### src/rtl/dcache_port_arbiter.sv
// Two-requester arbiter sharing one data cache port: round-robin on ties, optional lock
// ownership bounded by MAX_HOLD, registered load responses per requester.
module dcache_port_arbiter #(
  parameter int unsigned DATA_WIDTH = 32,
  parameter int unsigned MAX_HOLD   = 8
) (
  input  logic                  clk,
  input  logic                  rst,
  // requester 0
  input  logic                  req_0,
  input  logic                  lock_0,
  input  logic                  we_0,
  input  logic [2:0]            funct3_0,
  input  logic [DATA_WIDTH-1:0] addr_0,
  input  logic [DATA_WIDTH-1:0] wdata_0,
  output logic                  gnt_0,
  output logic                  rvalid_0,
  output logic [DATA_WIDTH-1:0] rdata_0,
  // requester 1
  input  logic                  req_1,
  input  logic                  lock_1,
  input  logic                  we_1,
  input  logic [2:0]            funct3_1,
  input  logic [DATA_WIDTH-1:0] addr_1,
  input  logic [DATA_WIDTH-1:0] wdata_1,
  output logic                  gnt_1,
  output logic                  rvalid_1,
  output logic [DATA_WIDTH-1:0] rdata_1,
  // cache side
  output logic                  WE,
  output logic [2:0]            funct3,
  output logic [DATA_WIDTH-1:0] A,
  output logic [DATA_WIDTH-1:0] WD,
  input  logic [DATA_WIDTH-1:0] RD
);

  localparam int unsigned CntW = $clog2(MAX_HOLD + 1);
  localparam logic [CntW-1:0] HoldMax = CntW'(MAX_HOLD);

  typedef enum logic [1:0] {
    OwnNone = 2'd0,
    OwnR0   = 2'd1,
    OwnR1   = 2'd2
  } owner_e;

  owner_e          owner_q, owner_d;
  logic            rr_q, rr_d;
  logic [CntW-1:0] hold_q, hold_d;

  logic            owner_act, owner_id, other_req;
  logic            win_vld, win_id, same_win;
  logic            ld_0, ld_1;
  logic            rvalid_0_q, rvalid_1_q;
  logic [DATA_WIDTH-1:0] rdata_0_q, rdata_1_q;

  // Winner selection: a live owner keeps the port unless it has saturated hold_cnt
  // while the other side is waiting.
  always_comb begin
    win_vld   = 1'b0;
    win_id    = 1'b0;
    owner_id  = (owner_q == OwnR1);
    owner_act = ((owner_q == OwnR0) && req_0) || ((owner_q == OwnR1) && req_1);
    other_req = owner_id ? req_0 : req_1;
    if (rst) begin
      win_vld = 1'b0;
    end else if (owner_act) begin
      win_vld = 1'b1;
      win_id  = ((hold_q == HoldMax) && other_req) ? ~owner_id : owner_id;
    end else if (req_0 && req_1) begin
      win_vld = 1'b1;
      win_id  = rr_q;
    end else if (req_0 || req_1) begin
      win_vld = 1'b1;
      win_id  = req_1;
    end
  end

  assign gnt_0 = win_vld & ~win_id;
  assign gnt_1 = win_vld &  win_id;
  assign ld_0  = gnt_0 & ~we_0;
  assign ld_1  = gnt_1 & ~we_1;

  always_comb begin
    WE     = 1'b0;
    funct3 = 3'b010;
    A      = '0;
    WD     = '0;
    if (win_vld) begin
      WE     = win_id ? we_1     : we_0;
      funct3 = win_id ? funct3_1 : funct3_0;
      A      = win_id ? addr_1   : addr_0;
      WD     = win_id ? wdata_1  : wdata_0;
    end
  end

  // Nonzero hold_q implies a grant last cycle, and that winner is the complement of rr_q.
  assign same_win = (hold_q != '0) && (win_id != rr_q);

  always_comb begin
    owner_d = OwnNone;
    rr_d    = rr_q;
    hold_d  = '0;
    if (win_vld) begin
      if (win_id) begin
        owner_d = lock_1 ? OwnR1 : OwnNone;
      end else begin
        owner_d = lock_0 ? OwnR0 : OwnNone;
      end
      rr_d = ~win_id;
      if (same_win) begin
        hold_d = (hold_q == HoldMax) ? hold_q : hold_q + CntW'(1);
      end else begin
        hold_d = CntW'(1);
      end
    end
  end

  always_ff @(posedge clk or posedge rst) begin
    if (rst) begin
      owner_q <= OwnNone;
      rr_q    <= 1'b0;
      hold_q  <= '0;
    end else begin
      owner_q <= owner_d;
      rr_q    <= rr_d;
      hold_q  <= hold_d;
    end
  end

  always_ff @(posedge clk or posedge rst) begin
    if (rst) begin
      rvalid_0_q <= 1'b0;
      rvalid_1_q <= 1'b0;
      rdata_0_q  <= '0;
      rdata_1_q  <= '0;
    end else begin
      rvalid_0_q <= ld_0;
      rvalid_1_q <= ld_1;
      if (ld_0) rdata_0_q <= RD;
      if (ld_1) rdata_1_q <= RD;
    end
  end

  assign rvalid_0 = rvalid_0_q;
  assign rvalid_1 = rvalid_1_q;
  assign rdata_0  = rdata_0_q;
  assign rdata_1  = rdata_1_q;

endmodule

### config.mk
export PLATFORM = sky130hd
export DESIGN_NAME = dcache_port_arbiter
export DESIGN_NICKNAME = d
export VERILOG_FILES = /design/src/rtl/dcache_port_arbiter.sv
export SDC_FILE = /design/constraint.sdc
export NUM_CORES = 1
export LEC_CHECK = 0
export BUFFER_PORTS_ARGS = -buffer_cell sky130_fd_sc_hd__buf_2
export CORE_MARGIN = 4
export CORE_UTILIZATION = 30
export CTS_CLUSTER_SIZE = 28
export DETAILED_ROUTE_END_ITERATION = 12
export PLACE_DENSITY = 0.76
export SETUP_SLACK_MARGIN = 0.1
export SLEW_MARGIN = 10
export SYNTH_ARGS = -nofsm -noshare
export SYNTH_HDL_FRONTEND = slang
export SYNTH_SLANG_ARGS = --single-unit
### constraint.sdc
create_clock -name clk -period 2.4 [get_ports clk]
set_clock_uncertainty 0.2 [all_clocks]
set_input_delay 0.24 -clock clk [delete_from_list [all_inputs] [get_ports clk]]
set_output_delay 0.24 -clock clk [all_outputs]
set_load 0.05 [all_outputs]
# Word-level counts from Yosys, hierarchy flattened
# Index checks and enable logic that the tools add are counted.
word_totals:
  wordCells: 54
  register_bits: 73
classes:
  reduce_logical: 8
  muxes: 25
  n_eq_ne: 5
  add_sub_neg: 1
  bitwise: 8
op_table:
  columns: ["operator", "n"]
  rows:
  - ["$mux 32", 4]
  - ["$mux 1", 13]
  - ["$mux 4", 3]
  - ["$mux 2", 3]
  - ["$mux 3", 2]
  - ["$logic_and 1x1->1", 5]
  - ["$add 4x1->4 const B", 1]
  - ["$and 1x1->1", 4]
  - ["$eq 4x4->1 const B", 1]
  - ["$not 1->1", 4]
  - ["$reduce_bool 4->1", 1]
  - ["$ne 3x3->1 const B", 1]
  - ["$eq 2x1->1 const B", 1]
  - ["$eq 2x2->1 const B", 1]
  - ["$logic_or 1x1->1", 2]
  - ["$ne 1x1->1", 1]

# Depth between registers and ports, before layout
logic_depth:
  ltp_word: 10
  depth_mapped: 8
  depth_no_buf: 7

# Least setup slack after synthesis
# OpenSTA, ideal clock, no wires.
synth_path:
  path_kind: "input port to flip-flop"
  startpoint: "input port rst"
  endpoint: "register rdata_0_q[16], in the netlist rdata_0[16]"
  path_stages: 6
  path_buffers: 1
  slack_ns: -0.801
  required_ns: 2.075
  t_arrival_ns: 2.876
  path_cell_list: "inv_1 -> o2111a_1 -> a21oi_4 -> inv_4 -> buf_6 -> mux2_4"
synth_between:
  elab_chain_len: 4
synth_rtl:
  columns: ["item", "line_no", "text"]
  rows:
  - ["start: declaration", "8", "input logic rst,"]
  - ["$mux 1", "64", "if (rst) begin"]
  - ["$not 1->1", "78", "assign gnt_0 = win_vld & ~win_id;"]
  - ["$and 1x1->1 *", "78", null]
  - ["$and 1x1->1 *", "80", "assign ld_0 = gnt_0 & ~we_0;"]
  - ["via ld_0", "52", "logic ld_0, ld_1;"]
  - ["end signal: assignment", "134", "rdata_0_q <= '0;"]
  - ["end signal: assignment", "139", "if (ld_0) rdata_0_q <= RD;"]
  - ["end: declaration", "54", "logic [DATA_WIDTH-1:0] rdata_0_q, rdata_1_q;"]
# Mark *: on every way through the listed nets, which the timed path passes. The rest lies on a longest branch.
# A chain may end at the register's enable or synchronous reset.

# Worst setup path in the final report
layout_path:
  startpoint: "register hold_q[0]"
  endpoint: "output port A[5]"
layout_between:
  elab_chain_len: 7
layout_rtl:
  columns: ["item", "line_no", "text"]
  rows:
  - ["start: declaration", "48", "logic [CntW-1:0] hold_q, hold_d;"]
  - ["start signal: assignment", "126", "hold_q <= hold_d;"]
  - ["$eq 4x4->1", "68", "win_id = ((hold_q == HoldMax) && other_req) ? ~owner_id : owner_id;"]
  - ["$logic_and 1x1->1", "68", null]
  - ["$mux 1", "68", null]
  - ["$mux 1", "66", "end else if (owner_act) begin"]
  - ["$mux 1", "64", null]
  - ["$mux 32", "91", "A = win_id ? addr_1 : addr_0;"]
  - ["$mux 32", "88", "if (win_vld) begin"]
  - ["end: declaration", "32", "output logic [DATA_WIDTH-1:0] A,"]
# Every way passes these cells.

==> results.ini <==
[outcome]
outcome = finished with violations
violations = setup timing

[synth]
synth_area_leader_cell = dfrtp_1
syn-instance-count = 290
synthesis.area_mm2 = 0.003787
ys_seq_area_frac = 0.4823
yosysWarnings = 0
synth-seq-cells = 73
syn_avg_cell_area_um2 = 13.06
synthesis.nets = 466
ys_types = 34
synth_top_area_frac = 0.4823
synth_area_leaders = dfrtp_1 (48%), a32o_1 (18%), mux2_2 (17%)

[clock_tree]
clock_path_buffers = 2
cts_max_level = 3
cts_tree = done
clk_latency_ns = 0.32
cts-root-buf = clkbuf_16
clkSlewWorstSetupHoldPaths_ns = 0.06
numCtsBuffers = 9
cts_sinks = 73

[worst_setup_path]
timing.rr.start = hold_q[0]
worst_setup_path_start_kind = flip-flop
cpLargestDelayFamily = buffers and inverters
path_max_fanout = 11
arrival_ns = 2.21
worst_path_max_delay_cell = dfrtp_1
cp_num_cells = 9
slowest_delay_ns = 0.40
rr_worst_depth = 8
critPathKind = flip-flop to output pin
path_cells = inv_2 > ha_4 > nand3b_4 > mux2i_4 > o21ai_4 > buf_12 > clkbuf_16 > a32o_2 > buf_6
endpoint_kind = output pin
r2r-end = rdata_1[13]
crit_required_ns = 1.96
cp.buffers_inverters = 4
r2r_slack_ns = 0.19

[timing]
drv_slew = 0
hold_viol = 0
finalWorstSetupSlack_ns = -0.2466
max_slew_margin = 0.3983
tns_ns = -13.50
fmax_mhz = 377.8
setup_viol = 70
tightest_slew_ns = 0.9026
rsz0062_at_grt = true
finalCritPeriodShare = 1.103
fin_crit_ns = 2.647

[floorplan]
die_w_um = 120.4
io_pins = 310
die_h_um = 120.4
die-area_mm2 = 0.01449
rows = 40
start_util = 0.3114
core_mm2 = 0.01216

[power]
powerDensity_mw_per_mm2 = 865.2
peakVddDrop_mv = 0.3768
intPower_mw = 3.497
p_clk_frac = 0.240
combPwrFrac = 0.488
p_switching_mw = 2.682
p_leak_nw = 3.783
seqPwrFrac = 0.271
p_sw_frac = 0.4341

[grt]
grt_max_degree = 74
antenna_found_initial = 6
grt_pass1_vias = 4593
overflow = 0
track_usage = 0.2121
grt_pass1_wl_um = 24230

[finish]
layout_commonest_cell = buf_2
final_cell_mix = buf_2 (239), dfrtp_1 (73), a32o_2 (67), mux2_2 (51), buf_6 (46)
layout-drive-gt1-share = 0.7703
fin_nets = 811
area_growth_syn_to_layout_pct = 88.57

[hold_path]
holdCritPathClass = primary input to asynchronous set/reset pin

[drt]
wire_per_inst_um = 20.28
first_pass_iters = 5
vias = 4161
drtIter0Drc = 251
drt_wl_total_um = 16450
drtAntennaViolNets = 0
vias_per_cell = 5.131
route.detailed.drc = 0

[placed_design]
place_hpwl_um = 12130
gp_congestion = 0.8815
numPortBuffers = 309
pre_cts_ws_ns = 0.01939

[job]
drv_cap = 0

worst max path at each step:
stage,to,from,slack (ns)
after floorplan,rdata_0[16],rst,-0.42
after global placement,WD[17],hold_q[0],0.07
after detailed placement,WD[24],hold_q[0],0.02
after CTS,A[7],hold_q[0],-0.23
after global routing,A[5],hold_q[0],-0.34
final,A[5],hold_q[0],-0.25
tightest hold or removal path: cells and delay by family:
| family | cells | cell delay, ns |
|---|---|---|
| buffers and inverters | 3 | 0.89 |
per-stage QoR:
stage	instances	power (mW)	cell area (um2)	utilization	hold slack, ns
4_1_cts	805	6.161	6970	0.5731	0.1203
3_3_place_gp	752	4.420	5924	0.4871	0.2510
5_1_grt	810	6.434	7139	0.5870	0.1754
6_report	811	6.179	7142	0.5872	0.06172
3_5_place_dp	752	4.486	5924	0.4871	0.2543
2_1_floorplan	290	3.689	3958	-	0.1686
routing by layer:
metal	share of wire	global-route usage	up-vias
met5	0.0015	0	-
met4	0.029	0.09773	6
met3	0.098	0.08419	47
met2	0.54	0.3762	213
met1	0.33	0.2189	2046
li1	-	-	1849
Yosys cell counts:
library cell,instances
a2111oi_0,1
a21oi_4,1
a22oi_1,1
a32o_1,67
and2_1,2
and3_1,1
buf_2,12
buf_4,1
buf_6,1
clkbuf_1,14
dfrtp_1,73
ha_1,2
inv_1,9
inv_4,1
mux2_2,58
mux2_4,10
mux2i_1,5
nand2_1,4
nand2b_1,2
nand3_1,4
nand3b_4,1
nor2_1,6
nor2b_1,1
nor3_1,2
nor4_1,1
o2111a_1,1
o21ai_0,1
o21ai_1,2
o21ba_2,1
o21bai_1,1
o31ai_1,1
or2b_1,1
xnor2_1,1
xor2_1,1
area by class of cell:
class | count | area [um2]
fill | 958 | 5020
timing repair buffer | 362 | 2753
sequential | 73 | 1827
clock buffer | 10 | 239.0
clock inverter | 6 | 95.09
antenna | 3 | 7.507
multi-input combinational | 179 | 1967
tap | 168 | 210.2
inverter | 10 | 43.79
flip-flops by register name, summed over array words and instances, names as in the netlist:
signal / count
rr_q: 1
owner_q: 2
rvalid_0: 1
rdata_1: 32
hold_q: 4
rvalid_1: 1
rdata_0: 32
kinds of logic (layout without fill, tap and decap cells):
| kind of cell | Yosys count | in the layout | synth area share |
|---|---|---|---|
| AO/OA/AOI/OAI | 77 | 77 | 0.1992 |
| XOR/XNOR | 2 | 2 | 0.004626 |
| adder cells (fa/ha/maj) | 2 | 2 | 0.006606 |
| buffers and inverters | 38 | 388 | 0.04526 |
| flip-flops | 73 | 73 | 0.4823 |
| multiplexers | 73 | 73 | 0.2253 |
| other | 0 | 3 | 0 |
| AND/OR/NAND/NOR | 25 | 25 | 0.03667 |
power by group through the flow:
stage	sequential (mW)	combinational [mW]	clock (mW)
2_1_floorplan	2.71	0.981	0
3_3_place_gp	1.67	2.75	0
3_5_place_dp	1.70	2.79	0
4_1_cts	1.68	2.97	1.52
5_1_grt	1.71	3.13	1.59
6_report	1.68	3.02	1.48
repair_timing:
| action | in CTS | in global routing |
|---|---|---|
| cloned | 1 | 2 |
| setup endpoints to repair | 70 | 70 |
| hold buffers | 34 | 0 |
| setup buffers | 2 | 1 |
| resized for setup | 105 | 29 |
| pin swaps | 1 | 10 |
| endpoints found under the hold margin | 66 | 0 |
No activity file was read; power rests on OpenSTA's default activity.
